### src/rtl/baby_display_pkg.sv
// Shared timing defaults, store geometry and pipeline stage type for the Baby CRT scanner.
package baby_display_pkg;
    localparam int H_ACTIVE_D = 800;
    localparam int H_FP_D     = 40;
    localparam int H_SYNC_D   = 128;
    localparam int H_BP_D     = 88;
    localparam int V_ACTIVE_D = 600;
    localparam int V_FP_D     = 1;
    localparam int V_SYNC_D   = 4;
    localparam int V_BP_D     = 23;
    localparam int ORIGIN_X_D = 144;
    localparam int ORIGIN_Y_D = 44;

    localparam int CELL_SIZE   = 16;
    localparam int STORE_LINES = 32;
    localparam int WORD_BITS   = 32;
    localparam int WIN_SIZE    = CELL_SIZE * STORE_LINES;
    localparam int CNT_W       = 11;

    typedef logic [WORD_BITS-1:0] store_word_t;
    typedef logic [3:0]           cell_coord_t;
    typedef logic [4:0]           line_t;

    typedef struct packed {
        line_t       col;
        cell_coord_t mx;
        cell_coord_t my;
        logic        win;
        logic        hs;
        logic        vs;
        logic        bl;
        logic        fs;
    } stage_t;

    localparam stage_t STAGE_RST = '{col: '0, mx: '0, my: '0, win: 1'b0,
                                     hs: 1'b0, vs: 1'b0, bl: 1'b1, fs: 1'b0};

    function automatic logic in_span(input logic [CNT_W-1:0] c, input int lo, input int len);
        return (c >= CNT_W'(lo)) && (c < CNT_W'(lo + len));
    endfunction
endpackage

### src/rtl/display_timing.sv
// Free-running h/v raster counters with raw (active-high) sync, blank and frame-start flags.
module display_timing
    import baby_display_pkg::*;
#(
    parameter int H_ACTIVE = H_ACTIVE_D,
    parameter int H_FP     = H_FP_D,
    parameter int H_SYNC   = H_SYNC_D,
    parameter int H_BP     = H_BP_D,
    parameter int V_ACTIVE = V_ACTIVE_D,
    parameter int V_FP     = V_FP_D,
    parameter int V_SYNC   = V_SYNC_D,
    parameter int V_BP     = V_BP_D
) (
    input  logic             clk,
    input  logic             reset,
    output logic [CNT_W-1:0] h,
    output logic [CNT_W-1:0] v,
    output logic             hs_act,
    output logic             vs_act,
    output logic             blank,
    output logic             frame_start
);
    localparam int H_TOTAL = H_ACTIVE + H_FP + H_SYNC + H_BP;
    localparam int V_TOTAL = V_ACTIVE + V_FP + V_SYNC + V_BP;

    always_ff @(posedge clk) begin
        if (reset) begin
            h <= '0;
            v <= '0;
        end else if (h == CNT_W'(H_TOTAL - 1)) begin
            h <= '0;
            v <= (v == CNT_W'(V_TOTAL - 1)) ? '0 : v + 1'b1;
        end else begin
            h <= h + 1'b1;
        end
    end

    assign hs_act      = in_span(h, H_ACTIVE + H_FP, H_SYNC);
    assign vs_act      = in_span(v, V_ACTIVE + V_FP, V_SYNC);
    assign blank       = !((h < CNT_W'(H_ACTIVE)) && (v < CNT_W'(V_ACTIVE)));
    assign frame_start = (h == '0) && (v == '0);
endmodule

### src/rtl/store_raster_scanner.sv
// Maps the raster onto the 32x32 Baby store window and muxes dot-mask ROM pixels by store bit.
// Optional BABY_ACTION_LINE_EN adds action_line input: that store line is shown inverted.
module store_raster_scanner
    import baby_display_pkg::*;
#(
    parameter int H_ACTIVE = H_ACTIVE_D,
    parameter int H_FP     = H_FP_D,
    parameter int H_SYNC   = H_SYNC_D,
    parameter int H_BP     = H_BP_D,
    parameter int V_ACTIVE = V_ACTIVE_D,
    parameter int V_FP     = V_FP_D,
    parameter int V_SYNC   = V_SYNC_D,
    parameter int V_BP     = V_BP_D,
    parameter int ORIGIN_X = ORIGIN_X_D,
    parameter int ORIGIN_Y = ORIGIN_Y_D,
    parameter int SYNC_POL = 1
) (
    input  logic        clk,
    input  logic        reset,
    output line_t       store_addr,
    input  store_word_t store_data,
    output cell_coord_t mask_x,
    output cell_coord_t mask_y,
    input  logic        dot_on_pixel,
    input  logic        dot_off_pixel,
    output logic        hsync,
    output logic        vsync,
    output logic        blank,
    output logic        video,
    output logic        frame_start
`ifdef BABY_ACTION_LINE_EN
    ,
    input  line_t       action_line
`endif
);
    localparam logic POL = (SYNC_POL != 0);

    logic [CNT_W-1:0] h, v, dx, dy;
    logic             hs_raw, vs_raw, bl_raw, fs_raw;
    stage_t           cur, s1, s2;
    logic [1:0]       vld_pipe;
    logic             pix, vid_pix;

    display_timing #(
        .H_ACTIVE(H_ACTIVE), .H_FP(H_FP), .H_SYNC(H_SYNC), .H_BP(H_BP),
        .V_ACTIVE(V_ACTIVE), .V_FP(V_FP), .V_SYNC(V_SYNC), .V_BP(V_BP)
    ) u_timing (
        .clk(clk), .reset(reset), .h(h), .v(v),
        .hs_act(hs_raw), .vs_act(vs_raw), .blank(bl_raw), .frame_start(fs_raw)
    );

    // Offsets wrap modulo 2^CNT_W, so pixels left of/above the origin fall outside the window.
    assign dx  = h - CNT_W'(ORIGIN_X);
    assign dy  = v - CNT_W'(ORIGIN_Y);
    assign cur = '{col: dx[8:4], mx: dx[3:0], my: dy[3:0],
                   win: (dx < CNT_W'(WIN_SIZE)) && (dy < CNT_W'(WIN_SIZE)),
                   hs: hs_raw, vs: vs_raw, bl: bl_raw, fs: fs_raw};

    assign mask_x = s2.mx;
    assign mask_y = s2.my;
    assign pix    = store_data[s2.col] ? dot_on_pixel : dot_off_pixel;

`ifdef BABY_ACTION_LINE_EN
    logic inv2;
    assign vid_pix = pix ^ inv2;
`else
    assign vid_pix = pix;
`endif

    always_ff @(posedge clk) begin
        if (reset) begin
            vld_pipe    <= '0;
            s1          <= STAGE_RST;
            s2          <= STAGE_RST;
            store_addr  <= '0;
            video       <= 1'b0;
            hsync       <= ~POL;
            vsync       <= ~POL;
            blank       <= 1'b1;
            frame_start <= 1'b0;
`ifdef BABY_ACTION_LINE_EN
            inv2        <= 1'b0;
`endif
        end else begin
            vld_pipe <= {vld_pipe[0], 1'b1};
            s1       <= cur;
            if (cur.win)
                store_addr <= dy[8:4];
            s2       <= s1;
`ifdef BABY_ACTION_LINE_EN
            inv2     <= (store_addr == action_line);
`endif
            video       <= vld_pipe[1] & s2.win & ~s2.bl & vid_pix;
            hsync       <= POL ? s2.hs : ~s2.hs;
            vsync       <= POL ? s2.vs : ~s2.vs;
            blank       <= s2.bl;
            frame_start <= vld_pipe[1] & s2.fs;
        end
    end
endmodule
### config.mk
export PLATFORM = sky130hd
export DESIGN_NAME = store_raster_scanner
export DESIGN_NICKNAME = d
export VERILOG_FILES = /design/src/rtl/baby_display_pkg.sv /design/src/rtl/display_timing.sv /design/src/rtl/store_raster_scanner.sv
export SDC_FILE = /design/constraint.sdc
export NUM_CORES = 1
export LEC_CHECK = 0
export CAP_MARGIN = 20
export CORE_UTILIZATION = 50
export DETAILED_ROUTE_END_ITERATION = 8
export PLACE_DENSITY = 0.85
export SETUP_SLACK_MARGIN = 0.02
export SYNTH_ARGS = -nofsm -noshare
export SYNTH_HDL_FRONTEND = slang
export SYNTH_SLANG_ARGS = --single-unit
### constraint.sdc
create_clock -name clk -period 2 [get_ports clk]
set_input_delay 0.5 -clock clk [delete_from_list [all_inputs] [get_ports clk]]
set_output_delay 0.5 -clock clk [all_outputs]
set_load 0.03 [all_outputs]
# Yosys cells after proc, flatten, opt, wreduce, memory -nomap -nowiden
# Index checks and enable logic that the tools add are counted.
word_totals:
  ff_bits: 70
  input_bits: 36
  output_inout_bits: 18
  wordCells: 60
classes:
  addsub: 4
  order_cmp: 9
  eq_ne: 2
  n_mux: 5
  n_bitwise: 5
  reduce_logical: 9
ops:
  columns: ["op", "n"]
  rows:
  - ["less-than comparator 11 x 10 -> 1 bit (second input constant)", 6]
  - ["adder 11 x 1 -> 11 bit (second input constant)", 2]
  - [">= comparator 11 x 10 -> 1 bit (second input constant)", 2]
  - ["zero test 11 bit", 2]
  - ["equality test 11 x 10 -> 1 bit (second input constant)", 1]
  - ["equality test 11 bit (second input constant)", 1]
  - ["2-to-1 mux 11 bit", 1]
  - ["subtractor 11 x 6 -> 11 bit (second input constant)", 1]
  - ["subtractor 11 x 8 -> 11 bit (second input constant)", 1]
  - ["less-than comparator 5 x 6 -> 1 bit (second input constant)", 1]
  - ["binary-select mux 1 bit (select 5 bit)", 1]
  - ["logical AND 1 bit", 5]
  - ["bitwise AND 1 bit", 4]
  - ["2-to-1 mux 1 bit", 3]
  - ["OR reduction 2 bit", 1]
  - ["zero test 1 bit", 1]
  - ["NOT 1 bit", 1]

# Longest topological paths before layout
depth:
  word_depth: 4
  mapped_depth: 10
  mapped_depth_nobuf: 8

# Hierarchy
# From an unflattened synthesis, not the netlist that was laid out.
unflattened:
  cells_unflattened: 345
  hier_area_um2: 3166.8
modules_own_cells:
  columns: ["mod", "n_inst", "cells_each", "area_per_inst_um2", "seq_area_each_um2"]
  rows:
  - ["store_raster_scanner", 1, 199, 1974.4, 960.9]
  - ["display_timing", 1, 146, 1192.4, 440.4]

# Least setup slack after synthesis
# No wires, ideal clock.
synth_path:
  path_kind: "reg2reg"
  start: "register u_timing.v[2]"
  end: "register store_addr[0]"
  setup_ps: 115
  t_arrival_ps: 1637
  t_required_ps: 1885
  setup_slack_ps: 249
  path_stages_with_launch: 9
  path_buffers: 1
  synth_period_minus_slack_ps: 1751
  cell_sequence: "dfxtp_1 ha_1 nor2_1 nand3b_1 a211o_1 a32o_1 buf_6 mux2i_1 nor2_1"
synth_via:
  elab_chain_cells: 3
synth_lines:
  columns: ["element", "line_no", "text"]
  rows:
  - ["start: declaration", "display_timing.sv:17", "output logic [CNT_W-1:0] v,"]
  - ["start signal: assignment", "display_timing.sv:32", "v <= (v == CNT_W'(V_TOTAL - 1)) ? '0 : v + 1'b1;"]
  - ["subtractor 11 x 6 -> 11 bit *", "store_raster_scanner.sv:54", "assign dy = v - CNT_W'(ORIGIN_Y);"]
  - ["less-than comparator 11 x 10 -> 1 bit", "store_raster_scanner.sv:56", "win: (dx < CNT_W'(WIN_SIZE)) && (dy < CNT_W'(WIN_SIZE)),"]
  - ["logical AND 1 bit", "store_raster_scanner.sv:56", null]
  - ["end signal: assignment", "store_raster_scanner.sv:88", "store_addr <= dy[8:4];"]
  - ["end: declaration", "store_raster_scanner.sv:20", "output line_t store_addr,"]
# Mark *: on every way between the ends. The rest lies on a longest branch, timed or not.
# A chain may end at the register's enable or synchronous reset.

# Worst setup path after layout
layout_path:
  start: "register store_addr[1]"
  end: "output store_addr[1]"
# No word-level cell between the ends.

==> flow_summary.json <==
{
  "ys_types": 48,
  "reg2reg_depth": 7,
  "whs_path_depth": 1,
  "required_ns": 1.50,
  "post_dp_cell_area_um2": 3740,
  "regArea_um2": 1400,
  "p_comb_share_pct": 7.1,
  "area_delta_synth_final_pct": 22.3,
  "drc": 0,
  "p_int_mw": 2.24,
  "p_sw_share_pct": 21.8,
  "fin_nets": 441,
  "fill_cells": 506,
  "ctsHoldBuffers": 0,
  "async_flop_share_pct": 0,
  "drive_gt1_share_pct": 10.8,
  "hold_viol": 0,
  "power.leakage_nw": 1.59,
  "io-pin-count": 54,
  "grt_pass1_wl_um": 10000,
  "ys_ff_latch": 70,
  "worstSetupEndpointType": "output port",
  "path_clk_slew_ns": 0.08,
  "hold_ws_ns": 0.409,
  "crit_path_start_kind": "register",
  "yosys_warnings": 0,
  "cts_buffers": 9,
  "io_buffer_count": 53,
  "routedWlPerCell_um": 13.5,
  "worst_path_max_delay_cell": "clkdlybuf4s50_1",
  "vias": 2429,
  "synth_flop_cell": "dfxtp_1",
  "syn_avg_cell_area_um2": 9.46,
  "status": "finished clean",
  "synth_area_um2": 3240,
  "drtIter0Drc": 94,
  "arrival_ns": 1.37,
  "die_w_um": 82.5,
  "syn-num-nets": 389,
  "path_class": "reg -> out",
  "antenna_found_initial": 0,
  "routed_wl_um": 6380,
  "pwr-share-clk_pct": 42.7,
  "multi_input_comb_area_um2": 1520,
  "gp_congestion": 0.831,
  "synth_edf_count": 0,
  "clk_path_buf_depth": 2,
  "power_density_nw_per_um2": 722,
  "grt_remaining_overflow": 0,
  "initial_core_util_pct": 53.1,
  "track_usage_pct": 20.1,
  "slew_violations": 0,
  "std_cell_rows": 28,
  "crit_path_max_incr_delay_ns": 0.67,
  "avgViaCountPerCell": 5.14,
  "insertion_delay_ns": 0.35,
  "design_area_um2": 3960,
  "postSynthCellCount": 342,
  "p_sw_mw": 0.622,
  "core_um2": 6100,
  "total_power_mw": 2.86,
  "htreeDepth": 3,
  "tightest_slew_ns": 0.508,
  "critPathBufInv": 1,
  "cts_tree": "yes",
  "rsz0062_at_grt": "true",
  "maxCapViolCount": 0,
  "antenna_left": 0,
  "crit_fanout": 2,
  "seq_power_share_pct": 50.2,
  "crit_family": "buffers and inverters",
  "grt_max_degree": 32,
  "finalSetupViolations": 0,
  "die-area_um2": 6800,
  "seq_area_frac_synth_pct": 43.3,
  "grt_pass1_vias": 2300,
  "max-slew-margin-rel_pct": 65.9,
  "hp-class": "reg -> reg",
  "clock_skew_ns": 0.00649,
  "firstDrtPassIters": 5,
  "vdd_drop_max_v": 0.000482,
  "post-dp-hpwl_um": 4770,
  "fin_crit_sh_pct": 93.6,
  "fin_crit_ns": 1.87,
  "die_h_um": 82.5,
  "insertedDiodeCount": 0,
  "cts.root.buffer_cell": "clkbuf_8",
  "crit_chain": "clkdlybuf4s50_1",
  "clock_sinks": 70,
  "max_freq_mhz": 534,
  "path_depth": 1
}
per-layer routing:
metal  vias up  part of all wire [%]  GRT usage (%)
met2        90                    48           36.2
met3        12                   8.3           6.04
met1      1106                    42           21.6
met4         0                   1.9           8.60
met5         -                     0              0
li1       1221                     -              -
cells in the mapped netlist (2+ instances only):
cell | n | share of area [%]
buf_4 | 11 | 2.6
nor2b_1 | 26 | 5.0
ha_1 | 11 | 4.3
a22oi_1 | 4 | 0.93
nand2b_1 | 2 | 0.39
xor2_1 | 7 | 1.9
clkbuf_8 | 9 | 3.8
nand3_1 | 10 | 1.5
and3_2 | 2 | 0.46
xnor2_1 | 20 | 5.4
and3_1 | 4 | 0.77
clkbuf_1 | 3 | 0.35
and4_1 | 2 | 0.54
a31oi_1 | 2 | 0.39
inv_1 | 15 | 1.7
dfxtp_1 | 70 | 43
mux2i_1 | 22 | 6.8
nand4_1 | 6 | 1.2
o21ai_0 | 3 | 0.46
buf_6 | 3 | 1.0
nor2_1 | 55 | 6.4
nand2_1 | 17 | 2.0
nor3_1 | 6 | 0.93
or2_2 | 2 | 0.39
a21oi_1 | 5 | 0.77
nor4_1 | 3 | 0.58
logic make-up (layout without fill, tap and decap cells):
family / after synthesis / after routing / synth area share, %
XOR/XNOR: 27 / 27 / 7.31
AND/OR/NAND/NOR: 142 / 142 / 22.4
adder cells (fa/ha/maj): 11 / 11 / 4.25
AO/OA/AOI/OAI: 27 / 27 / 6.03
buffers and inverters: 43 / 99 / 9.90
multiplexers: 22 / 22 / 6.80
flip-flops: 70 / 70 / 43.3
power groups by stage:
stage	Combinational [mW]	Clock (mW)	Sequential, mW
4_1_cts	0.205	1.24	1.44
3_3_place_gp	0.199	0	1.47
3_5_place_dp	0.204	0	1.47
2_1_floorplan	0.110	0	1.47
6_report	0.204	1.22	1.44
5_1_grt	0.221	1.30	1.44
final timing paths:
path | start | endpoint | slack (ns)
setup / recovery | store_addr[1]$_SDFFE_PP0P_ | store_addr[1] | 0.13
hold / removal | s1[1]$_SDFF_PP1_ | s2[1]$_SDFF_PP1_ | 0.41
setup reg to reg | u_timing.h[5]$_SDFF_PP0_ | store_addr[1]$_SDFFE_PP0P_ | 0.16
hold reg to reg | s1[1]$_SDFF_PP1_ | s2[1]$_SDFF_PP1_ | 0.41
registers in the layout, summed over array words and instances, names as in the netlist:
signal	count
s1	18
u_timing.h	11
u_timing.v	11
s2	10
store_addr	5
mask_x	4
mask_y	4
vld_pipe	2
blank	1
frame_start	1
hsync	1
video	1
vsync	1
cell usage in the layout, fill, tap and decap left out, types with 4 or more instances in the layout:
cell	n
nand4_1	6
a22oi_1	4
xor2_1	7
xnor2_1	20
dfxtp_1	69
nand3_1	10
a21oi_1	5
nand2_1	17
clkbuf_8	9
nor2b_1	26
mux2i_1	22
nor2_1	54
clkdlybuf4s50_1	53
inv_1	15
ha_1	11
and3_1	4
nor3_1	6
buf_4	14
cell type report:
class | instances | share of cell area, %
Inverter | 15 | 1.42
Sequential cell | 70 | 35.4
Clock buffer | 9 | 3.13
Timing Repair Buffer | 69 | 17.1
Clock inverter | 6 | 2.21
Tap cell | 75 | 2.37
Multi-Input combinational cell | 229 | 38.4
what timing repair did:
action                                  in CTS  in global routing
endpoints found under the setup margin       0                 10
setup buffers                                0                  0
gates resized for setup                      0                  4
hold endpoints to repair                     0                  0
stage by stage:
step	std cells	util (%)	TNS [ns]	worst slack [ns]
global route	473	65.0	-0.00883	-0.00883
finish	473	65.0	0	0.128
global placement	458	61.4	0	0.0265
floorplan	342	-	0	0.249
CTS	473	64.9	0	0.0912
detailed placement	458	61.4	-0.0857	-0.0857
Power figures use the tool's default switching activity.
